==> src/rtl/alu_pipe.sv <==
// Pipelined WIDTH-generic ALU with flags, optional accumulator feedback and a
// STAGES-deep valid/ready output pipeline that stalls as a whole under backpressure.
module alu_pipe #(
    parameter int WIDTH  = 8,
    parameter int STAGES = 2,
    parameter bit ACC_EN = 1'b1
) (
    input  logic             clk,
    input  logic             rst_n,
    input  logic             in_valid,
    output logic             in_ready,
    input  logic [2:0]       op,
    input  logic             use_acc,
    input  logic [WIDTH-1:0] operand_a,
    input  logic [WIDTH-1:0] operand_b,
    input  logic             clr_sticky,
    output logic             out_valid,
    input  logic             out_ready,
    output logic [WIDTH-1:0] result,
    output logic             zero_flag,
    output logic             carry_flag,
    output logic             neg_flag,
    output logic             ovf_flag,
    output logic             sticky_ovf
);

    logic [WIDTH-1:0] acc;
    logic [WIDTH-1:0] a_eff;
    logic [WIDTH:0]   sum;
    logic [WIDTH:0]   diff;
    logic [WIDTH-1:0] c_res;
    logic             c_carry;
    logic             c_ovf;
    logic             adv;
    logic             accept;

    // Flags per stage are packed as {zero, carry, neg, ovf}.
    logic [WIDTH-1:0] st_res [STAGES];
    logic [3:0]       st_flg [STAGES];
    logic [STAGES-1:0] st_vld;

    always_comb begin
        a_eff   = (ACC_EN && use_acc) ? acc : operand_a;
        sum     = {1'b0, a_eff} + {1'b0, operand_b};
        diff    = {1'b0, a_eff} - {1'b0, operand_b};
        c_res   = '0;
        c_carry = 1'b0;
        c_ovf   = 1'b0;
        case (op)
            3'b000: c_res = a_eff & operand_b;
            3'b001: c_res = a_eff | operand_b;
            3'b010: c_res = a_eff ^ operand_b;
            3'b011: begin
                c_res   = sum[WIDTH-1:0];
                c_carry = sum[WIDTH];
                c_ovf   = (a_eff[WIDTH-1] == operand_b[WIDTH-1]) &&
                          (sum[WIDTH-1] != a_eff[WIDTH-1]);
            end
            3'b100: begin
                c_res   = diff[WIDTH-1:0];
                c_carry = diff[WIDTH];
                c_ovf   = (a_eff[WIDTH-1] != operand_b[WIDTH-1]) &&
                          (diff[WIDTH-1] != a_eff[WIDTH-1]);
            end
            3'b101: c_res = operand_b;
            3'b110: begin
                c_res   = {a_eff[WIDTH-2:0], 1'b0};
                c_carry = a_eff[WIDTH-1];
            end
            default: begin
                c_res   = {1'b0, a_eff[WIDTH-1:1]};
                c_carry = a_eff[0];
            end
        endcase
    end

    // Handshake: a transfer happens on an edge where valid && ready are both 1;
    // in_ready depends only on the output side, so the whole pipe moves or holds.
    assign out_valid = st_vld[STAGES-1];
    assign adv       = !out_valid || out_ready;
    assign in_ready  = adv;
    assign accept    = in_valid && adv;

    always_ff @(posedge clk or negedge rst_n) begin
        if (!rst_n) begin
            st_vld <= '0;
            for (int i = 0; i < STAGES; i++) begin
                st_res[i] <= '0;
                st_flg[i] <= '0;
            end
        end else if (adv) begin
            st_vld[0] <= accept;
            st_res[0] <= c_res;
            st_flg[0] <= {(c_res == '0), c_carry, c_res[WIDTH-1], c_ovf};
            for (int i = 1; i < STAGES; i++) begin
                st_vld[i] <= st_vld[i-1];
                st_res[i] <= st_res[i-1];
                st_flg[i] <= st_flg[i-1];
            end
        end
    end

    always_ff @(posedge clk or negedge rst_n) begin
        if (!rst_n) begin
            acc <= '0;
        end else if (ACC_EN && accept) begin
            acc <= c_res;
        end
    end

    // A new overflow outranks a simultaneous clear so no event is lost.
    always_ff @(posedge clk or negedge rst_n) begin
        if (!rst_n) begin
            sticky_ovf <= 1'b0;
        end else if (accept && c_ovf) begin
            sticky_ovf <= 1'b1;
        end else if (clr_sticky) begin
            sticky_ovf <= 1'b0;
        end
    end

    assign result     = st_res[STAGES-1];
    assign zero_flag  = st_flg[STAGES-1][3];
    assign carry_flag = st_flg[STAGES-1][2];
    assign neg_flag   = st_flg[STAGES-1][1];
    assign ovf_flag   = st_flg[STAGES-1][0];

endmodule

==> config.mk <==
export PLATFORM = sky130hd
export DESIGN_NAME = alu_pipe
export DESIGN_NICKNAME = d
export VERILOG_FILES = /design/src/rtl/alu_pipe.sv
export SDC_FILE = /design/constraint.sdc
export NUM_CORES = 1
export LEC_CHECK = 0
export CAP_MARGIN = 20
export CORE_AREA = 2 2 76 133
export CTS_CLUSTER_DIAMETER = 50
export CTS_CLUSTER_SIZE = 30
export DETAILED_ROUTE_END_ITERATION = 8
export DIE_AREA = 0 0 78 135
export PLACE_DENSITY_LB_ADDON = 0.2
export SLEW_MARGIN = 40
export SYNTH_ARGS = -nofsm -noshare
export SYNTH_HDL_FRONTEND = slang
export SYNTH_SLANG_ARGS = --single-unit
==> constraint.sdc <==
create_clock -name clk -period 3.3 [get_ports clk]
set_input_delay 0.495 -clock clk [delete_from_list [all_inputs] [get_ports clk]]
set_output_delay 0.495 -clock clk [all_outputs]
set_load 0.02 [all_outputs]
## Yosys cells after proc, flatten, opt, wreduce, memory -nomap -nowiden

Cells that the tools add are included.

- Input bits: 25
- Word-level logic and storage cells: 38
- Output and inout port bits: 15
- Flip-flop bits (word level): 35

- Reductions and logical operators: 10
- Add/subtract/negate cells: 2
- Multiplexer cells: 6
- Bitwise gates (word level): 3
- Equal/unequal tests: 10

Operators by type and width:

| operator | count |
|---|---|
| 8-bit case mux with 7 select lines | 1 |
| 8-bit by 8-bit adder with 9-bit output | 1 |
| 3-bit equality test (second input constant) | 3 |
| 8-bit by 8-bit subtractor with 9-bit output | 1 |
| 8-bit bitwise AND | 1 |
| 8-bit zero test | 1 |
| 8-bit two-way mux | 1 |
| 8-bit OR | 1 |
| 8-bit XOR | 1 |
| 3-bit by 2-bit equality test with 1-bit output (second input constant) | 2 |
| 1-bit logical AND | 4 |
| 1-bit case mux with 4 select lines | 1 |
| 4-bit OR reduction | 1 |
| 3-bit by 1-bit equality test with 1-bit output (second input constant) | 1 |
| 3-bit zero test | 1 |
| 1-bit != test | 3 |
| 1-bit two-way mux | 2 |
| 1-bit case mux with 2 select lines | 1 |
| 2-bit nonzero test | 1 |
| 1-bit equality test | 1 |
| 1-bit zero test | 1 |
| 1-bit logical OR | 1 |

## Depth between registers and ports, before layout

- Word-level depth: 7
- Mapped depth: 12
- Mapped depth without buffers: 11

## Least setup slack after synthesis

No wires, ideal clock.

- Path kind: in2reg
- Start: input port use_acc
- End: register st_flg[7] in the netlist's numbering
- Cell stages on the path: 11
- Path slack: 0.249 ns
- Arrival time: 2.984 ns
- Data required time: 3.233 ns
- Buffers on the path: 1
- Setup time: 0.067 ns
- Path through: buf_6 > mux2_2 > ha_1 > fa_1 > a21o_1 > a21oi_1 > o21ai_0 > a221o_1 > a21oi_1 > nor4b_1 > a22o_1

- Word-level cells in the longest chain between the ends: 4
- Elaborated cells on any way between the ends: 8
- Classes of those cells: add/sub: 2; mux: 2; bitwise: 3; reduce/logical: 1

Ends and longest elaborated chain:

| what | line | source |
|---|---|---|
| start, declared | 13 | `input logic use_acc,` |
| 8-bit two-way mux (*) | 43 | `a_eff = (ACC_EN && use_acc) ? acc : operand_a;` |
| 8-bit by 8-bit subtractor with 9-bit output (tied with other cells) | 45 | `diff = {1'b0, a_eff} - {1'b0, operand_b};` |
| 8-bit case mux with 7 select lines (*) | 49 | `case (op)` |
| 8-bit zero test (*) | 94 | `st_flg[0] <= {(c_res == '0), c_carry, c_res[WIDTH-1], c_ovf};` |
| end signal, assigned by index | 98 | `st_flg[i] <= st_flg[i-1];` |
| end, declared | 39 | `logic [3:0] st_flg [STAGES];` |

Every way passes the cells marked *; elsewhere a longest branch is shown, timed or not.
A chain may end at the register's enable or synchronous reset.

## Worst setup path in the final report

- Start: input port operand_a[0]
- End: register acc[4]

- Word-level cells in the longest chain between the ends: 3
- Elaborated cells on any way between the ends: 4
- Classes of those cells: add/sub: 2; mux: 2

Ends and longest elaborated chain:

| what | line | source |
|---|---|---|
| start, declared | 14 | `input logic [WIDTH-1:0] operand_a,` |
| 8-bit two-way mux (*) | 43 |  |
| 8-bit by 8-bit subtractor with 9-bit output / 8-bit by 8-bit adder with 9-bit output (equally long branches) | 45, 44 |  |
| 8-bit case mux with 7 select lines (*) | 49 |  |
| end signal, assigned | 107 | `acc <= c_res;` |
| end, declared | 27 | `logic [WIDTH-1:0] acc;` |

Marked as above.

==> key figures <==
Status
  • Status: finished, final reports clean

Logic synthesis
  • Post-synth ARST share: 1.00
  • Synth unique cells: 58
  • Register area share after synthesis: 0.295
  • Top cell type's share of synthesized area: 0.295
  • Top cells by area, synth: dfrtp_1 (30%), ha_1 (13%), nand2_1 (8.7%), a21oi_1 (4.1%), o21ai_0 (4.1%)
  • Leading cell types by count after synthesis: nand2_1 (65), dfrtp_1 (33), ha_1 (28)
  • Synthesized area: 2800 µm²
  • Syn Inst Count: 341
  • EDFF count, synth: 0
  • FF+latch count, synth: 33
  • Synth Area per Inst: 8.20 µm²
  • Count leader, synth: nand2_1
  • Synth Warn #: 0
  • Post-synth top area cell: dfrtp_1
  • Syn nets: 396
  • Post-synth top flop: dfrtp_1

STA
  • Worst-Margin Slew: 0.526 ns
  • Unrepaired setup endpoints after global routing: false
  • Hold Violations, Final: 0
  • Slew Viols, Final: 0
  • Maximum clock rate: 325 MHz
  • Setup-failing EPs final: 0
  • Fin crit share: 0.933
  • Worst Skew: 0.00443 ns
  • Rel. slew slack: 0.645
  • Final worst slack: 0.220 ns
  • Post-layout min period: 3.08 ns

Routing
  • Drt wl/cell: 14.9 µm
  • Routed Antenna Nets: 0
  • Vias post-DR: 2616
  • DRT Pass-1 Iters: 4
  • DRT iter0 DRCs: 95
  • Via density: 4.82
  • Residual DRC: 0
  • Routed WL: 8.11 mm

Global routing
  • Initial antenna violation count: 0
  • GRT Resource Usage Total: 0.165
  • Vias in the first global route: 2790
  • Pin count of the biggest net entering global routing: 34
  • Remaining Overflow, GRT: 0
  • First-pass GRT wire length: 13.6 mm

Place
  • RePlAce Congestion: 0.904
  • Port Buffers: 39
  • Place WS: -0.377 ns
  • Detailed placement HPWL: 6.72 mm

Worst setup path
  • Most frequent CP cell: buf_4
  • CP Launch Type: input port
  • Critical Path RT: 3.46 ns
  • CP max FO: 3
  • Arrival @ worst endpoint: 3.24 ns
  • Worst-path cell chain: clkdlybuf4s50_1 > mux2_2 > buf_4 > inv_1 > ha_1 > buf_4 > fa_1 > o21bai_1 > a21oi_1 > xnor2_1 > a21oi_1 > a22oi_1 > buf_4 > mux2_2
  • Crit Path Category: in2reg
  • Slowest-stage cell, CP: clkdlybuf4s50_1
  • Crit path largest cell delay: 0.47 ns
  • Crit path capture type: flop

Floorplan
  • Std-Cell Rows: 47
  • Die span in y: 135 µm
  • Die width: 78 µm
  • Core Area: 9410 µm²
  • Io pins: 40
  • Die area: 10500 µm²
  • Initial Util: 0.297

Pwr
  • Leakage dissipation: 1.80 nW
  • Power per cell area: 504 nW/µm²
  • Max VDD drop: 331 µV

Layout
  • Fin util: 0.410
  • Post-layout nets: 476
  • Area delta synth->final: 37.9%
  • Layout cells sized above 1: 0.223
  • N_diodes: 0

Worst hold path
  • HP Class: reg2reg

Clock tree
  • Root buffer cell: clkbuf_16
  • H-tree levels: 2
  • CTS tree: done
  • Number of CTS-inserted buffers: 5
  • Worst skew pair latency: 0.27 ns
  • Clock Sinks: 33
  • Longest Clk Path Bufs: 2
  • Reg clk slew, reported paths: 0.05 ns

Job
  • Max-Cap Viols: 0
-- layer usage --
layer | routed length (µm) | global-route usage | up-vias
li1 | - | - | 1337
met1 | 3080 | 0.172 | 1213
met2 | 4560 | 0.319 | 50
met3 | 187 | 0.0134 | 16
met4 | 291 | 0.0906 | 0
met5 | 0 | 0 | -
-- what timing repair did --
item,4_1_cts,5_1_grt
pin swaps,1,1
gates resized for setup,8,5
buffers inserted,0,0
endpoints found under the setup margin,4,11
hold buffers,0,0
-- per-stage QoR --
stage | power, mW | cells | instance area, µm² | hold slack [ns] | setup TNS, ns
after floorplan | 1.09 | 341 | 2800 | 0.199 | 0
after global placement | 1.47 | 536 | 3650 | 0.446 | -2.32
after detailed placement | 1.48 | 536 | 3650 | 0.454 | -3.04
after CTS | 1.95 | 543 | 3830 | 0.465 | 0
after global routing | 2.09 | 543 | 3850 | 0.488 | 0
final | 1.94 | 543 | 3850 | 0.459 | 0
-- report_power, final --
group | internal (mW) | leakage, nW | switching, mW
logic | 0.481 | 1.32 | 0.472
clock network | 0.295 | 0.0700 | 0.148
registers | 0.499 | 0.406 | 0.0483
total | 1.27 | 1.80 | 0.669
-- cell usage in the layout (no fill, tap or decap), types with 6 or more instances in the layout --
master,netlist,final
nand2_1,65,65
buf_4,9,62
clkdlybuf4s50_1,0,38
dfrtp_1,33,33
ha_1,28,25
o21ai_0,23,23
a21oi_1,23,21
inv_1,20,19
nor2_1,18,18
mux2_2,7,7
a211oi_1,6,6
xnor2_1,6,6
-- critical path, delay by kind of cell --
kind / cells / cell delay (ns)
XOR/XNOR: 1 / 0.14
AO/OA/AOI/OAI: 4 / 0.67
buffers and inverters: 5 / 0.93
adder cells (fa/ha/maj): 2 / 0.61
multiplexers: 2 / 0.40
-- final timing paths --
kind,startpoint,endpoint,slack [ns],cells past startpoint
worst max-delay path,operand_a[0],acc[4]$_DFFE_PN0P_,0.22,14
worst min-delay path,result[1]$_DFFE_PN0N_,result[1]$_DFFE_PN0N_,0.46,2
worst max register to register,acc[0]$_DFFE_PN0P_,st_flg[7]$_DFFE_PN0N_,0.57,10
worst min register to register,result[1]$_DFFE_PN0N_,result[1]$_DFFE_PN0N_,0.46,2
max in group asynchronous,rst_n,sticky_ovf$_DFFE_PN0P_,2.38,2
min in group asynchronous,rst_n,st_res[8]$_DFFE_PN0N_,0.62,2
-- layout make-up --
class | instances | area [µm²]
Inverter | 22 | 82.6
Clock buffer | 7 | 143
Multi-Input combinational cell | 258 | 1790
Fill cell | 988 | 5560
Tap cell | 122 | 153
Timing Repair Buffer | 101 | 858
Sequential cell | 33 | 826
-- flip-flops by register name, summed over array words and instances (netlist names), 2 cells and up --
register	flops
acc	8
st_vld	2
result	7
st_flg	4
st_res	7
-- logic make-up after synthesis --
logic type	Yosys count	share of synthesized area
buf+inv	50	0.0855
fa+ha+maj	30	0.140
simple gates	117	0.192
flops	33	0.295
mux	14	0.0577
compound gates	91	0.211
xor+xnor	6	0.0188
(Power assumes the default switching activity.)
